File: config.mk
export PLATFORM = sky130hd
export DESIGN_NAME = nco_phase_accum_flat
export DESIGN_NICKNAME = d
export VERILOG_FILES = /design/src/rtl/nco_phase_accum_pkg.sv /design/src/rtl/nco_phase_accum_if.sv /design/src/rtl/nco_phase_accum_lfsr16.sv /design/src/rtl/nco_phase_accum.sv /design/src/flat_wrapper.sv
export SDC_FILE = /design/constraint.sdc
export NUM_CORES = 1
export LEC_CHECK = 0
export CAP_MARGIN = 20
export CORE_MARGIN = 1.5
export CORE_UTILIZATION = 55
export DETAILED_ROUTE_END_ITERATION = 8
export GPL_ROUTABILITY_DRIVEN = 0
export PLACE_DENSITY = 0.81
export SYNTH_ARGS = -nofsm -noshare
export SYNTH_HDL_FRONTEND = slang
export SYNTH_SLANG_ARGS = --single-unit
File: constraint.sdc
create_clock -name clk -period 4.5 [get_ports clk]
set_input_delay 0.45 -clock clk [delete_from_list [all_inputs] [get_ports clk]]
set_output_delay 0.45 -clock clk [all_outputs]
set_load 0.05 [all_outputs]
File: src/rtl/nco_phase_accum_pkg.sv
// -----------------------------------------------------------------------------
// nco_phase_accum_pkg
// Shared widths, reset tuning word, LFSR constants and update-FSM encoding for
// the NCO phase accumulator slice.
//   FREQ_W      width of the tuning word coming from the frequency PIO
//   ACC_W       phase accumulator width (tuning word zero-extended into LSBs)
//   PH_OUT_W    truncated phase width handed to the sine/cosine LUT
//   FRAC_W      accumulator bits discarded by truncation
//   FREQ_RESET  tuning word in force after reset (matches the PIO reset value)
// -----------------------------------------------------------------------------
package nco_phase_accum_pkg;

  localparam int FREQ_W   = 22;
  localparam int ACC_W    = 32;
  localparam int PH_OUT_W = 14;
  localparam int FRAC_W   = ACC_W - PH_OUT_W;

  localparam logic [FREQ_W-1:0] FREQ_RESET = 22'd593410;

  // Galois form of x^16 + x^14 + x^13 + x^11 + 1, shifting right.
  localparam logic [15:0] LFSR_POLY = 16'hB400;
  localparam logic [15:0] LFSR_SEED = 16'hACE1;

  typedef enum logic {
    ST_IDLE = 1'b0,
    ST_PEND = 1'b1
  } upd_state_e;

endpackage

File: src/rtl/nco_phase_accum_if.sv
// -----------------------------------------------------------------------------
// nco_phase_accum_if
// Bundle between the tuning/sample-timing side and the NCO core.
//   freq_word    tuning word from the PIO, may change on any clock
//   sample_en    one-clock strobe: advance phase by one step
//   phase_clr    zero the accumulator at the next sample_en
//   phase_out    registered truncated phase
//   phase_valid  strobe, phase_out updated this cycle
//   wrap         strobe with phase_valid, accumulator overflowed on that step
//   freq_active  tuning word currently in use
//   upd_pending  new word captured, waiting for a sample boundary
// Modports: master drives the control side, slave is the NCO core.
// -----------------------------------------------------------------------------
interface nco_phase_accum_if;
  import nco_phase_accum_pkg::*;

  logic [FREQ_W-1:0]   freq_word;
  logic                sample_en;
  logic                phase_clr;
  logic [PH_OUT_W-1:0] phase_out;
  logic                phase_valid;
  logic                wrap;
  logic [FREQ_W-1:0]   freq_active;
  logic                upd_pending;

  modport master (
    output freq_word, sample_en, phase_clr,
    input  phase_out, phase_valid, wrap, freq_active, upd_pending
  );

  modport slave (
    input  freq_word, sample_en, phase_clr,
    output phase_out, phase_valid, wrap, freq_active, upd_pending
  );

endinterface

File: src/rtl/nco_phase_accum_lfsr16.sv
// -----------------------------------------------------------------------------
// nco_lfsr16
// 16-bit Galois LFSR used as truncation dither. Steps once per enable and
// restarts from LFSR_SEED on reset. Only built when NCO_DITHER_EN is defined,
// which is also the only configuration that instantiates it.
//   clk      system clock
//   reset_n  asynchronous active-low reset
//   en       advance one step
//   out      current LFSR state
// -----------------------------------------------------------------------------
`ifdef NCO_DITHER_EN
module nco_lfsr16
  import nco_phase_accum_pkg::*;
(
  input  logic        clk,
  input  logic        reset_n,
  input  logic        en,
  output logic [15:0] out
);

  logic [15:0] lfsr_q;

  always_ff @(posedge clk or negedge reset_n) begin
    if (!reset_n) begin
      lfsr_q <= LFSR_SEED;
    end else if (en) begin
      lfsr_q <= {1'b0, lfsr_q[15:1]} ^ (lfsr_q[0] ? LFSR_POLY : 16'h0000);
    end
  end

  assign out = lfsr_q;

endmodule
`endif

File: src/rtl/nco_phase_accum.sv
// -----------------------------------------------------------------------------
// nco_phase_accum
// NCO phase accumulator. Advances phase by the active tuning word on every
// sample strobe and presents the accumulator MSBs to the mixer LUT two clocks
// after the strobe. New tuning words are adopted only once they have been
// stable for two clocks, and only on a sample boundary, so the LUT never sees
// a half-updated word.
//   clk      system clock, rising edge
//   reset_n  asynchronous active-low reset
//   bus      nco_phase_accum_if.slave (tuning input, strobes, phase output)
// Configuration: define NCO_DITHER_EN to add LFSR dither below the truncation
// point before phase_out is taken; otherwise phase_out is plain truncation.
// -----------------------------------------------------------------------------
module nco_phase_accum
  import nco_phase_accum_pkg::*;
(
  input  logic             clk,
  input  logic             reset_n,
  nco_phase_accum_if.slave bus
);

  // ---------------------------------------------------------------------------
  // Tuning word qualification and update FSM
  // ---------------------------------------------------------------------------
  logic [FREQ_W-1:0] freq_q;
  logic [FREQ_W-1:0] freq_q_d;
  logic [FREQ_W-1:0] freq_next;
  logic [FREQ_W-1:0] freq_active;
  upd_state_e        state;
  upd_state_e        state_nxt;
  logic              load_next;
  logic              commit;
  logic              stable;

  assign stable = (freq_q == freq_q_d);

  // NOTE: every always_comb output gets a default before the case so no path
  // leaves it unassigned -- otherwise synthesis infers a latch.
  always_comb begin
    state_nxt = state;
    load_next = 1'b0;
    commit    = 1'b0;
    case (state)
      ST_IDLE: begin
        if (stable && (freq_q != freq_active)) begin
          state_nxt = ST_PEND;
          load_next = 1'b1;
        end
      end
      ST_PEND: begin
        // A further change means the PIO was still settling: drop the
        // captured word and let it re-qualify from scratch.
        if (freq_q != freq_next) begin
          state_nxt = ST_IDLE;
        end else if (bus.sample_en) begin
          state_nxt = ST_IDLE;
          commit    = 1'b1;
        end
      end
      default: state_nxt = ST_IDLE;
    endcase
  end

  // NOTE: sequential state uses non-blocking assignments so every register
  // samples pre-edge values regardless of statement order.
  // Input registers reset to FREQ_RESET so the PIO reset value does not look
  // like a new word coming out of reset.
  always_ff @(posedge clk or negedge reset_n) begin
    if (!reset_n) begin
      freq_q      <= FREQ_RESET;
      freq_q_d    <= FREQ_RESET;
      freq_next   <= FREQ_RESET;
      freq_active <= FREQ_RESET;
      state       <= ST_IDLE;
    end else begin
      freq_q   <= bus.freq_word;
      freq_q_d <= freq_q;
      state    <= state_nxt;
      if (load_next) freq_next   <= freq_q;
      if (commit)    freq_active <= freq_next;
    end
  end

  // ---------------------------------------------------------------------------
  // Accumulator
  // ---------------------------------------------------------------------------
  logic [ACC_W-1:0] acc;
  logic             carry_q;
  logic             clr_latch;
  logic [ACC_W:0]   acc_sum;

  // The step taken on the commit strobe still uses the old freq_active; the
  // new word applies from the following strobe.
  assign acc_sum = {1'b0, acc} + {{(ACC_W + 1 - FREQ_W){1'b0}}, freq_active};

  always_ff @(posedge clk or negedge reset_n) begin
    if (!reset_n) begin
      acc       <= '0;
      carry_q   <= 1'b0;
      clr_latch <= 1'b0;
    end else if (bus.sample_en) begin
      if (bus.phase_clr || clr_latch) begin
        acc       <= '0;
        carry_q   <= 1'b0;
        clr_latch <= 1'b0;
      end else begin
        {carry_q, acc} <= acc_sum;
      end
    end else if (bus.phase_clr) begin
      clr_latch <= 1'b1;
    end
  end

  // ---------------------------------------------------------------------------
  // Truncation (optionally dithered)
  // ---------------------------------------------------------------------------
  logic [PH_OUT_W-1:0] phase_trunc;

`ifdef NCO_DITHER_EN
  logic [15:0]      dither;
  logic [ACC_W-1:0] acc_dith;
  logic [FRAC_W-1:0] frac_unused;

  nco_lfsr16 u_lfsr (
    .clk     (clk),
    .reset_n (reset_n),
    .en      (bus.sample_en),
    .out     (dither)
  );

  // Dither only perturbs the copy sent to the LUT; acc itself is untouched.
  assign acc_dith                   = acc + {{(ACC_W - 16){1'b0}}, dither};
  assign {phase_trunc, frac_unused} = acc_dith;
`else
  assign phase_trunc = acc[ACC_W-1 -: PH_OUT_W];
`endif

  // ---------------------------------------------------------------------------
  // Output pipeline: strobe -> acc (+1) -> phase_out/phase_valid (+2)
  // ---------------------------------------------------------------------------
  logic                valid_d1;
  logic                phase_valid_q;
  logic                wrap_q;
  logic [PH_OUT_W-1:0] phase_q;

  always_ff @(posedge clk or negedge reset_n) begin
    if (!reset_n) begin
      valid_d1      <= 1'b0;
      phase_valid_q <= 1'b0;
      wrap_q        <= 1'b0;
      phase_q       <= '0;
    end else begin
      valid_d1      <= bus.sample_en;
      phase_valid_q <= valid_d1;
      wrap_q        <= valid_d1 & carry_q;
      if (valid_d1) phase_q <= phase_trunc;
    end
  end

  assign bus.phase_out   = phase_q;
  assign bus.phase_valid = phase_valid_q;
  assign bus.wrap        = wrap_q;
  assign bus.freq_active = freq_active;
  assign bus.upd_pending = (state == ST_PEND);

endmodule
File: src/flat_wrapper.sv
// flat-port wrapper written by rule: the top's interface ports become plain ports
module nco_phase_accum_flat import nco_phase_accum_pkg::*;
  (clk, reset_n, bus_freq_word, bus_sample_en, bus_phase_clr, bus_phase_out, bus_phase_valid, bus_wrap, bus_freq_active, bus_upd_pending);
  nco_phase_accum_if bus_i ();
  input  logic clk;
  input  logic reset_n;
  input wire logic [$bits(bus_i.freq_word)-1:0] bus_freq_word;
  input wire logic [$bits(bus_i.sample_en)-1:0] bus_sample_en;
  input wire logic [$bits(bus_i.phase_clr)-1:0] bus_phase_clr;
  output wire logic [$bits(bus_i.phase_out)-1:0] bus_phase_out;
  output wire logic [$bits(bus_i.phase_valid)-1:0] bus_phase_valid;
  output wire logic [$bits(bus_i.wrap)-1:0] bus_wrap;
  output wire logic [$bits(bus_i.freq_active)-1:0] bus_freq_active;
  output wire logic [$bits(bus_i.upd_pending)-1:0] bus_upd_pending;
  assign bus_i.freq_word = bus_freq_word;
  assign bus_i.sample_en = bus_sample_en;
  assign bus_i.phase_clr = bus_phase_clr;
  assign bus_phase_out = bus_i.phase_out;
  assign bus_phase_valid = bus_i.phase_valid;
  assign bus_wrap = bus_i.wrap;
  assign bus_freq_active = bus_i.freq_active;
  assign bus_upd_pending = bus_i.upd_pending;
  nco_phase_accum u_core (.clk(clk), .reset_n(reset_n), .bus(bus_i));
endmodule
==> flow_metrics.tcl, run 1 <==
set metrics [dict create \
    status "finished, final reports clean" \
    period_share 0.633 \
    cts_htree_levels 4 \
    p_per_area_nw_per_um2 339 \
    coreArea_sq_um 12200 \
    initialDrtViolationCount 478 \
    syn2layout_area_growth_pct 20.3 \
    critical_path.endpoint_type "flop" \
    rows 40 \
    syn_area_per_cell_sq_um 11.7 \
    finalHoldViolCount 0 \
    worst_r2r_endpoint "u_core.acc[30]$_DFFE_PN0P_" \
    cts_hold_buf 0 \
    p_leak_nw 3.73 \
    yosys_register_bits 140 \
    cts_buffer_depth 2 \
    port_buffers 64 \
    setup_viol 0 \
    cts-buffers-inserted 17 \
    synth_top_cell_by_area "dfrtp_1" \
    fin_crit_ns 2.85 \
    slew_headroom 0.390 \
    critPathMaxFanout 9 \
    synth_cell_types 65 \
    die_y_um 116 \
    worstPathCellList "inv_1, fa_1, nand2b_1, a21oi_1, o21bai_1, a21o_1, a2111oi_0, mux2i_1" \
    seq_area_frac_synth 0.506 \
    nFillCells 922 \
    finalSetupTns_ns 0 \
    synth_commonest_cells "dfrtp_1 (116), mux2_2 (56), xnor2_1 (55)" \
    multi_input_area_sq_um 3320 \
    critical-path-slowest-cell "dfstp_2" \
    grt_use_total 0.273 \
    cts_tree "built" \
    syn_area_sq_um 6990 \
    die_area_sq_um 13400 \
    synth-edff-count 0 \
    syn_inst 598 \
    fin_nets 718 \
    dp_hpwl_um 12000 \
    cp_data_arrival_time_ns 3.20 \
    peakVddDrop_mv 0.279 \
    final_max_slew_viol_count 0 \
    drtPass1Iterations 5 \
    rsz0062_at_grt "false" \
    async_flop_share 1.00 \
    gr-total-overflow 0 \
    cts.sinks 140 \
    wl_per_cell_um 20.1 \
    clk_pin_slew_ns 0.06 \
    regArea_sq_um 3530 \
    r2r-start "u_core.bus.freq_active[1]$_DFFE_PN1P_" \
    synth_top_area_frac 0.415 \
    die_w_um 116 \
    synth_nets 647 \
    utilization 0.688 \
    drive_gt1_frac 0.189 \
    num_antenna_cells 0 \
    yosysMostFrequentCell "dfrtp_1" \
    drt-total-wl_um 17000 \
    clockRootBuffer "clkbuf_16" \
    via_count 5235 \
    synth.area.top_cells "dfrtp_1 (42%), dfstp_2 (9.0%), mux2_2 (9.0%)" \
    synth_flop_cell "dfrtp_1" \
    slowest_delay_ns 0.58 \
    pin_count 65 \
    cp.required_ns 4.85 \
    clock_skew_ns 0.00671 \
    remaining_drc_errors 0 \
    timing.fmax_mhz 351 \
    grt_max_degree 105 \
    cap_violations 0 \
    tightest_slew_ns 0.916 \
    ctsResizeCount 0 \
    synth_warnings 0 \
    antenna_left 0 \
    r2r_slack_ns 1.65 \
    critPathKind "flop to flop" \
    post_cts_buffers 0 \
    hold_path.class "input pin to asynchronous set/reset pin" \
    reg2regPathDepth 8 \
    grt_pass1_wl_um 27500 \
    vias_per_cell 6.16 \
    worst-path-buf-inv 1 \
    cp-start-kind "flop" \
    clk_latency_ns 0.43 \
    grt_pass1_vias 5195 \
    antenna_found_initial 0 \
    cp_top_family "compound AO/OA/AOI/OAI gates" \
    initial_core_util 0.572 \
]
-- report_power, final --
group	switching (mW)	internal [mW]	total (mW)	leakage [nW]
sequential	0.0303	1.29	1.32	1.79
combinational	0.0715	0.0534	0.125	1.65
clock	0.568	0.841	1.41	0.294
-- final cells by class --
type                    count  area share
well taps                 168      0.0250
clock inverters            14      0.0189
flip-flops and latches    140       0.420
repair buffers             72      0.0835
multi-input cells         427       0.395
clock buffers              18      0.0523
inverters                  11     0.00491
-- flip-flops by register name (all words and copies together), names as in the netlist, 14 cells and up --
name	flops
u_core.acc	32
u_core.bus.freq_active	22
u_core.freq_q	22
u_core.freq_next	22
u_core.bus.phase_out	14
u_core.freq_q_d	22
-- cells in the final DEF (no fill, tap or decap), drive strengths merged, types with 11 or more instances in the layout --
cell type,n
mux2,58
nor4,11
o21ai,20
nand4,23
nor2,18
a21oi,29
nand2,33
dfrtp,116
clkbuf,19
ha,22
inv,15
clkdlybuf4s50,63
nand3,15
dfstp,24
xor2,20
xnor2,55
-- cell families (layout without fill, tap and decap cells) --
logic type,after synthesis,after routing,share of synthesized area
fa+ha+maj,23,23,0.0423
buf+inv,31,115,0.0195
compound gates,123,123,0.129
flops,140,140,0.506
simple gates,142,142,0.108
xor+xnor,75,75,0.0940
mux,64,64,0.102
-- worst reg2reg max path: stages (launching register included) --
cell and delay [ns]:
dfstp_2 0.58, inv_1 0.08, fa_1 0.44, nand2b_1 0.21, a21oi_1 0.24, o21bai_1 0.14, a21o_1 0.30, a2111oi_0 0.56
mux2i_1 0.23
-- metal layers --
layer | wire length (um) | up-vias | global-route usage
met5 | 0 | - | 0
met4 | 385 | 0 | 0.113
met1 | 7680 | 2618 | 0.394
met3 | 1170 | 32 | 0.0502
met2 | 7820 | 241 | 0.410
li1 | - | 2344 | -
-- worst max path at each step --
stage                                     startpoint                         end  slack (ns)  cells after the start
2_1_floorplan  u_core.bus.freq_active[0]$_DFFE_PN0P_  u_core.acc[30]$_DFFE_PN0P_        1.73                      9
3_3_place_gp   u_core.bus.freq_active[1]$_DFFE_PN1P_  u_core.acc[30]$_DFFE_PN0P_        1.85                      8
3_5_place_dp   u_core.bus.freq_active[1]$_DFFE_PN1P_  u_core.acc[30]$_DFFE_PN0P_        1.72                      8
4_1_cts        u_core.bus.freq_active[1]$_DFFE_PN1P_  u_core.acc[30]$_DFFE_PN0P_        1.68                      8
5_1_grt        u_core.bus.freq_active[0]$_DFFE_PN0P_  u_core.acc[30]$_DFFE_PN0P_        1.51                      9
6_report       u_core.bus.freq_active[1]$_DFFE_PN1P_  u_core.acc[30]$_DFFE_PN0P_        1.65                      8
-- per-stage QoR --
step / cells / hold WS (ns) / instance area (sq um) / setup WS, ns / power (mW)
3_3_place_gp: 817 / 0.400 / 7800 / 1.85 / 1.45
3_5_place_dp: 817 / 0.402 / 7800 / 1.72 / 1.46
5_1_grt: 850 / 0.221 / 8400 / 1.51 / 2.93
6_report: 850 / 0.131 / 8400 / 1.65 / 2.85
4_1_cts: 849 / 0.174 / 8400 / 1.68 / 2.87
2_1_floorplan: 598 / 0.154 / 6990 / 1.73 / 1.38
No activity file was read; power rests on OpenSTA's default activity.
==> run 2: changes to the inputs <==
==> constraint.sdc (replaced) <==
create_clock -name clk -period 2.7 [get_ports clk]
set_input_delay 0.27 -clock clk [delete_from_list [all_inputs] [get_ports clk]]
set_output_delay 0.27 -clock clk [all_outputs]
set_load 0.05 [all_outputs]
==> flow_metrics.tcl, run 2 (synthesis results as in run 1) <==
set metrics [dict create \
    status "finished, final reports clean" \
    critPathMaxFanout 23 \
    antenna_found_initial 0 \
    wl_per_cell_um 20.0 \
    clk_latency_ns 0.42 \
    drtPass1Iterations 5 \
    remaining_drc_errors 0 \
    dp_hpwl_um 12200 \
    die_w_um 116 \
    grt_pass1_wl_um 28300 \
    critical_path.endpoint_type "flop" \
    cts_tree "built" \
    fin_cells 866 \
    die_area_sq_um 13400 \
    p_per_area_nw_per_um2 558 \
    pin_count 65 \
    grt_use_total 0.280 \
    syn2layout_area_growth_pct 23.7 \
    cts-buffers-inserted 17 \
    die_y_um 116 \
    critPathKind "flop to flop" \
    fin_crit_ns 2.62 \
    final_max_slew_viol_count 0 \
    cp.required_ns 3.00 \
    cap_violations 0 \
    fin_nets 734 \
    cts_htree_levels 4 \
    rsz0062_at_grt "false" \
    num_antenna_cells 0 \
    dpl.cell_count 831 \
    antenna_left 0 \
    drt-total-wl_um 17300 \
    largest_reg_flops 32 \
    setup_viol 0 \
    slowest_delay_ns 0.48 \
    finalHoldViolCount 0 \
    p_leak_nw 3.86 \
    period_share 0.972 \
    cp_data_arrival_time_ns 2.93 \
    vias_per_cell 6.13 \
    fin_hold_ws_ns 0.253 \
    worstPathCellList "xnor2_1, nand4_1, nor4_1, nand4_1, nand4_1, buf_12, mux2_2" \
    cts.sinks 140 \
    critical-path-slowest-cell "nor4_1" \
    via_count 5308 \
    coreArea_sq_um 12200 \
    rows 40 \
    cts_buffer_depth 2 \
    peakVddDrop_mv 0.398 \
    hold_path.class "input pin to flop" \
    top_register "u_core.acc" \
    final_area_sq_um 8640 \
    drive_gt1_frac 0.222 \
    port_buffers 64 \
    crit_top_cell "nand4_1" \
    clk_pin_slew_ns 0.06 \
    post_dp_cell_area_sq_um 7930 \
    initialDrtViolationCount 513 \
    cp-start-kind "flop" \
    slew_headroom 0.556 \
    clockRootBuffer "clkbuf_16" \
    gr-total-overflow 0 \
    final_common_cell "dfrtp_1" \
    timing.fmax_mhz 381 \
    initial_core_util 0.572 \
    final_cell_mix "dfrtp_1 (115), clkdlybuf4s50_1 (63), mux2_2 (56), xnor2_1 (55), nand2_1 (33)" \
    grt_max_degree 72 \
    clock_skew_ns 0.00963 \
    total_power_mw 4.82 \
    grt_pass1_vias 5389 \
    tightest_slew_ns 0.666 \
]
## run 2: stage by stage
stage	setup slack [ns]	util	TNS [ns]
after floorplan	0.0191	-	0
after global placement	0.113	0.649	0
after detailed placement	-0.00899	0.649	-0.00899
after CTS	0.000248	0.702	0
after global routing	0.0126	0.708	0
final	0.0768	0.708	0
## run 2: report_power, final
| group | internal, mW | switching, mW |
|---|---|---|
| logic | 0.0949 | 0.119 |
| registers | 2.14 | 0.0505 |
| clock network | 1.51 | 0.904 |
| total | 3.75 | 1.07 |
## run 2: worst paths after layout
| check | slack (ns) | from | to | cells past startpoint |
|---|---|---|---|---|
| min in group asynchronous | 0.42 | reset_n | u_core.freq_q[0]$_DFF_PN0_ | 2 |
| worst min-delay path | 0.25 | bus_freq_word[10] | u_core.freq_q[10]$_DFF_PN1_ | 1 |
| max in group asynchronous | 1.52 | reset_n | u_core.acc[11]$_DFFE_PN0P_ | 3 |
| worst min register to register | 0.41 | u_core.freq_q[11]$_DFF_PN1_ | u_core.freq_q_d[11]$_DFF_PN1_ | 0 |
| worst max register to register | 0.08 | u_core.freq_q[20]$_DFF_PN0_ | u_core.freq_next[13]$_DFFE_PN0P_ | 7 |
| worst max-delay path | 0.08 | u_core.freq_q[20]$_DFF_PN0_ | u_core.freq_next[13]$_DFFE_PN0P_ | 7 |
## run 2: layout make-up
type / count / area (sq um)
fillers: 875 / 3570
flip-flops and latches: 140 / 3530
multi-input cells: 427 / 3390
repair buffers: 88 / 850
clock buffers: 20 / 457
well taps: 168 / 210
clock inverters: 12 / 161
inverters: 11 / 41.3
## run 2: timing repair
action / in CTS / in global routing
endpoints found under the setup margin: 2 / 9
endpoints found under the hold margin: 48 / 0
buffers inserted: 0 / 2
hold buffers: 1 / 0
pin swaps: 1 / 4
gates resized for setup: 2 / 12
## run 2: critical path: cells and delay by family (launching register included)
kind	cells	cell delay, ns
mux	1	0.36
flops	1	0.47
simple gates	4	1.08
xor+xnor	1	0.40
buf+inv	1	0.21
## run 2: layer usage
| metal | vias to the layer above | GRT usage | routed length (um) |
|---|---|---|---|
| li1 | 2380 | - | - |
| met1 | 2609 | 0.392 | 7600 |
| met2 | 254 | 0.421 | 7780 |
| met3 | 65 | 0.0622 | 1300 |
| met4 | 0 | 0.125 | 608 |
| met5 | - | 0 | 0 |
==> run 3: changes to the inputs <==
--- a/config.mk
+++ b/config.mk
@@ -6,7 +6,7 @@
 export NUM_CORES = 1
 export LEC_CHECK = 0
 export CAP_MARGIN = 20
-export CORE_MARGIN = 1.5
+export CORE_MARGIN = 2
 export CORE_UTILIZATION = 55
 export DETAILED_ROUTE_END_ITERATION = 8
 export GPL_ROUTABILITY_DRIVEN = 0
==> flow_metrics.tcl, run 3 (synthesis results as in run 1) <==
set metrics [dict create \
    rsz0062_at_grt "false" \
    grt_max_degree 58 \
    period_share 0.972 \
    peakVddDrop_mv 0.408 \
    cts_htree_levels 4 \
    switchingPower_mw 1.14 \
    rows 41 \
    fin_nets 733 \
    power_frac_comb 0.046 \
    clockRootBuffer "clkbuf_16" \
    largest_reg_flops 32 \
    fin_cells 869 \
    clk_latency_ns 0.43 \
    cap_violations 0 \
    grt_pass1_vias 5284 \
    cp.required_ns 3.01 \
    cts_buffer_depth 2 \
    status "finished, final reports clean" \
    wl_per_cell_um 20.5 \
    die_area_sq_um 13600 \
    drt-total-wl_um 17800 \
    top_register "u_core.acc" \
    p_leak_nw 3.83 \
    hold_path.class "input pin to flop" \
    initial_core_util 0.558 \
    antenna_left 0 \
    drive_gt1_frac 0.218 \
    syn2layout_area_growth_pct 22.6 \
    gr-total-overflow 0 \
    clk_pin_slew_ns 0.06 \
    cp-start-kind "flop" \
    pin_count 65 \
    power_switching_share 0.242 \
    via_count 5380 \
    setup_viol 0 \
    cts-buffers-inserted 17 \
    remaining_drc_errors 0 \
    grt_pass1_wl_um 28300 \
    coreArea_sq_um 12500 \
    vias_per_cell 6.19 \
    cts.sinks 140 \
    cts_tree "built" \
    power_frac_seq 0.468 \
    critical_path.endpoint_type "flop" \
    final_cell_mix "dfrtp_1 (115), clkdlybuf4s50_1 (63), mux2_2 (56), xnor2_1 (55), nand2_1 (33)" \
    dp_hpwl_um 12500 \
    timing.fmax_mhz 381 \
    die_y_um 117 \
    final_common_cell "dfrtp_1" \
    critPathMaxFanout 8 \
    die_w_um 117 \
    port_buffers 64 \
    grt_use_total 0.276 \
    final_max_slew_viol_count 0 \
    initialDrtViolationCount 595 \
    dpl.cell_count 834 \
    slew_headroom 0.562 \
    drtPass1Iterations 5 \
    clock_skew_ns 0.0107 \
    critPathKind "flop to flop" \
    finalSetupTns_ns 0 \
    tightest_slew_ns 0.657 \
    p_per_area_nw_per_um2 547 \
    num_antenna_cells 0 \
    p_clk_frac 0.486 \
    antenna_found_initial 0 \
    fin_crit_ns 2.62 \
    cp_data_arrival_time_ns 2.94 \
    finalHoldViolCount 0 \
    internal_power_mw 3.55 \
]
==> run 3: cell types whose count changed in the layout (fill, tap and decap cells not counted), moves of 2 or more <==
| cell | previous run | this run |
|---|---|---|
| bufinv_16 | 3 | 1 |
| inv_6 | 2 | 6 |
| clkinvlp_4 | 3 | 1 |
| clkinv_2 | 1 | 3 |
==> run 3: final cells by class <==
type / count / area [sq um]
Inverter: 11 / 41.3
Clock inverter: 14 / 134
Multi-Input combinational cell: 427 / 3370
Clock buffer: 18 / 439
Sequential cell: 140 / 3530
Fill cell: 912 / 3950
Timing Repair Buffer: 87 / 830
Tap cell: 172 / 215
==> run 3: worst paths after layout <==
check	startpoint	end	slack (ns)	depth (start not counted)
max in group asynchronous	reset_n	u_core.freq_next[9]$_DFFE_PN1P_	1.46	3
max	u_core.bus.freq_active[1]$_DFFE_PN1P_	u_core.acc[22]$_DFFE_PN0P_	0.08	9
min in group asynchronous	reset_n	u_core.freq_q[8]$_DFF_PN0_	0.36	2
max reg2reg	u_core.bus.freq_active[1]$_DFFE_PN1P_	u_core.acc[22]$_DFFE_PN0P_	0.08	9
min reg2reg	u_core.freq_q[16]$_DFF_PN1_	u_core.freq_q_d[16]$_DFF_PN1_	0.41	0
min	bus_freq_word[9]	u_core.freq_q[9]$_DFF_PN1_	0.25	1
==> run 3: worst max-delay path, cell delays in order (launching register included) <==
cell      delay [ns]
dfstp_2         0.57
inv_1           0.07
fa_1            0.45
nand2b_4        0.17
a21oi_2         0.20
o21bai_1        0.13
a21o_1          0.21
buf_4           0.18
a21o_1          0.18
a311o_1         0.35
==> run 3: metrics by stage <==
| stage | util | hold WS (ns) | area [sq um] | setup slack (ns) | power, mW |
|---|---|---|---|---|---|
| floorplan | - | -0.0256 | 6990 | 0.0191 | 2.31 |
| global placement | 0.632 | 0.234 | 7910 | 0.0676 | 2.43 |
| detailed placement | 0.632 | 0.236 | 7910 | -0.0309 | 2.44 |
| CTS | 0.680 | 0.233 | 8510 | 0.0378 | 4.70 |
| global route | 0.684 | 0.237 | 8570 | 0.00565 | 4.82 |
| finish | 0.684 | 0.247 | 8570 | 0.0765 | 4.68 |
==> run 3: what timing repair did <==
| item | in CTS | in global routing |
|---|---|---|
| buffers inserted | 0 | 2 |
| hold endpoints to repair | 38 | 0 |
| gates resized for setup | 3 | 9 |
| setup endpoints to repair | 3 | 9 |
| hold buffers | 1 | 0 |
| pin swaps | 1 | 4 |
| gates cloned | 0 | 0 |
==> run 3: layer usage <==
layer  up-vias  part of all wire  global-route usage
met5         -                 0                   0
met1      2655              0.43               0.382
met2       295              0.46               0.420
li1       2379                 -                   -
met4         0             0.032               0.111
met3        51             0.081              0.0695
==> run 3: power groups by stage <==
stage / Clock (mW) / Sequential, mW / Combinational (mW)
2_1_floorplan: 0 / 2.21 / 0.0922
5_1_grt: 2.39 / 2.20 / 0.235
3_5_place_dp: 0 / 2.23 / 0.212
4_1_cts: 2.29 / 2.19 / 0.216
6_report: 2.28 / 2.19 / 0.217
3_3_place_gp: 0 / 2.23 / 0.207
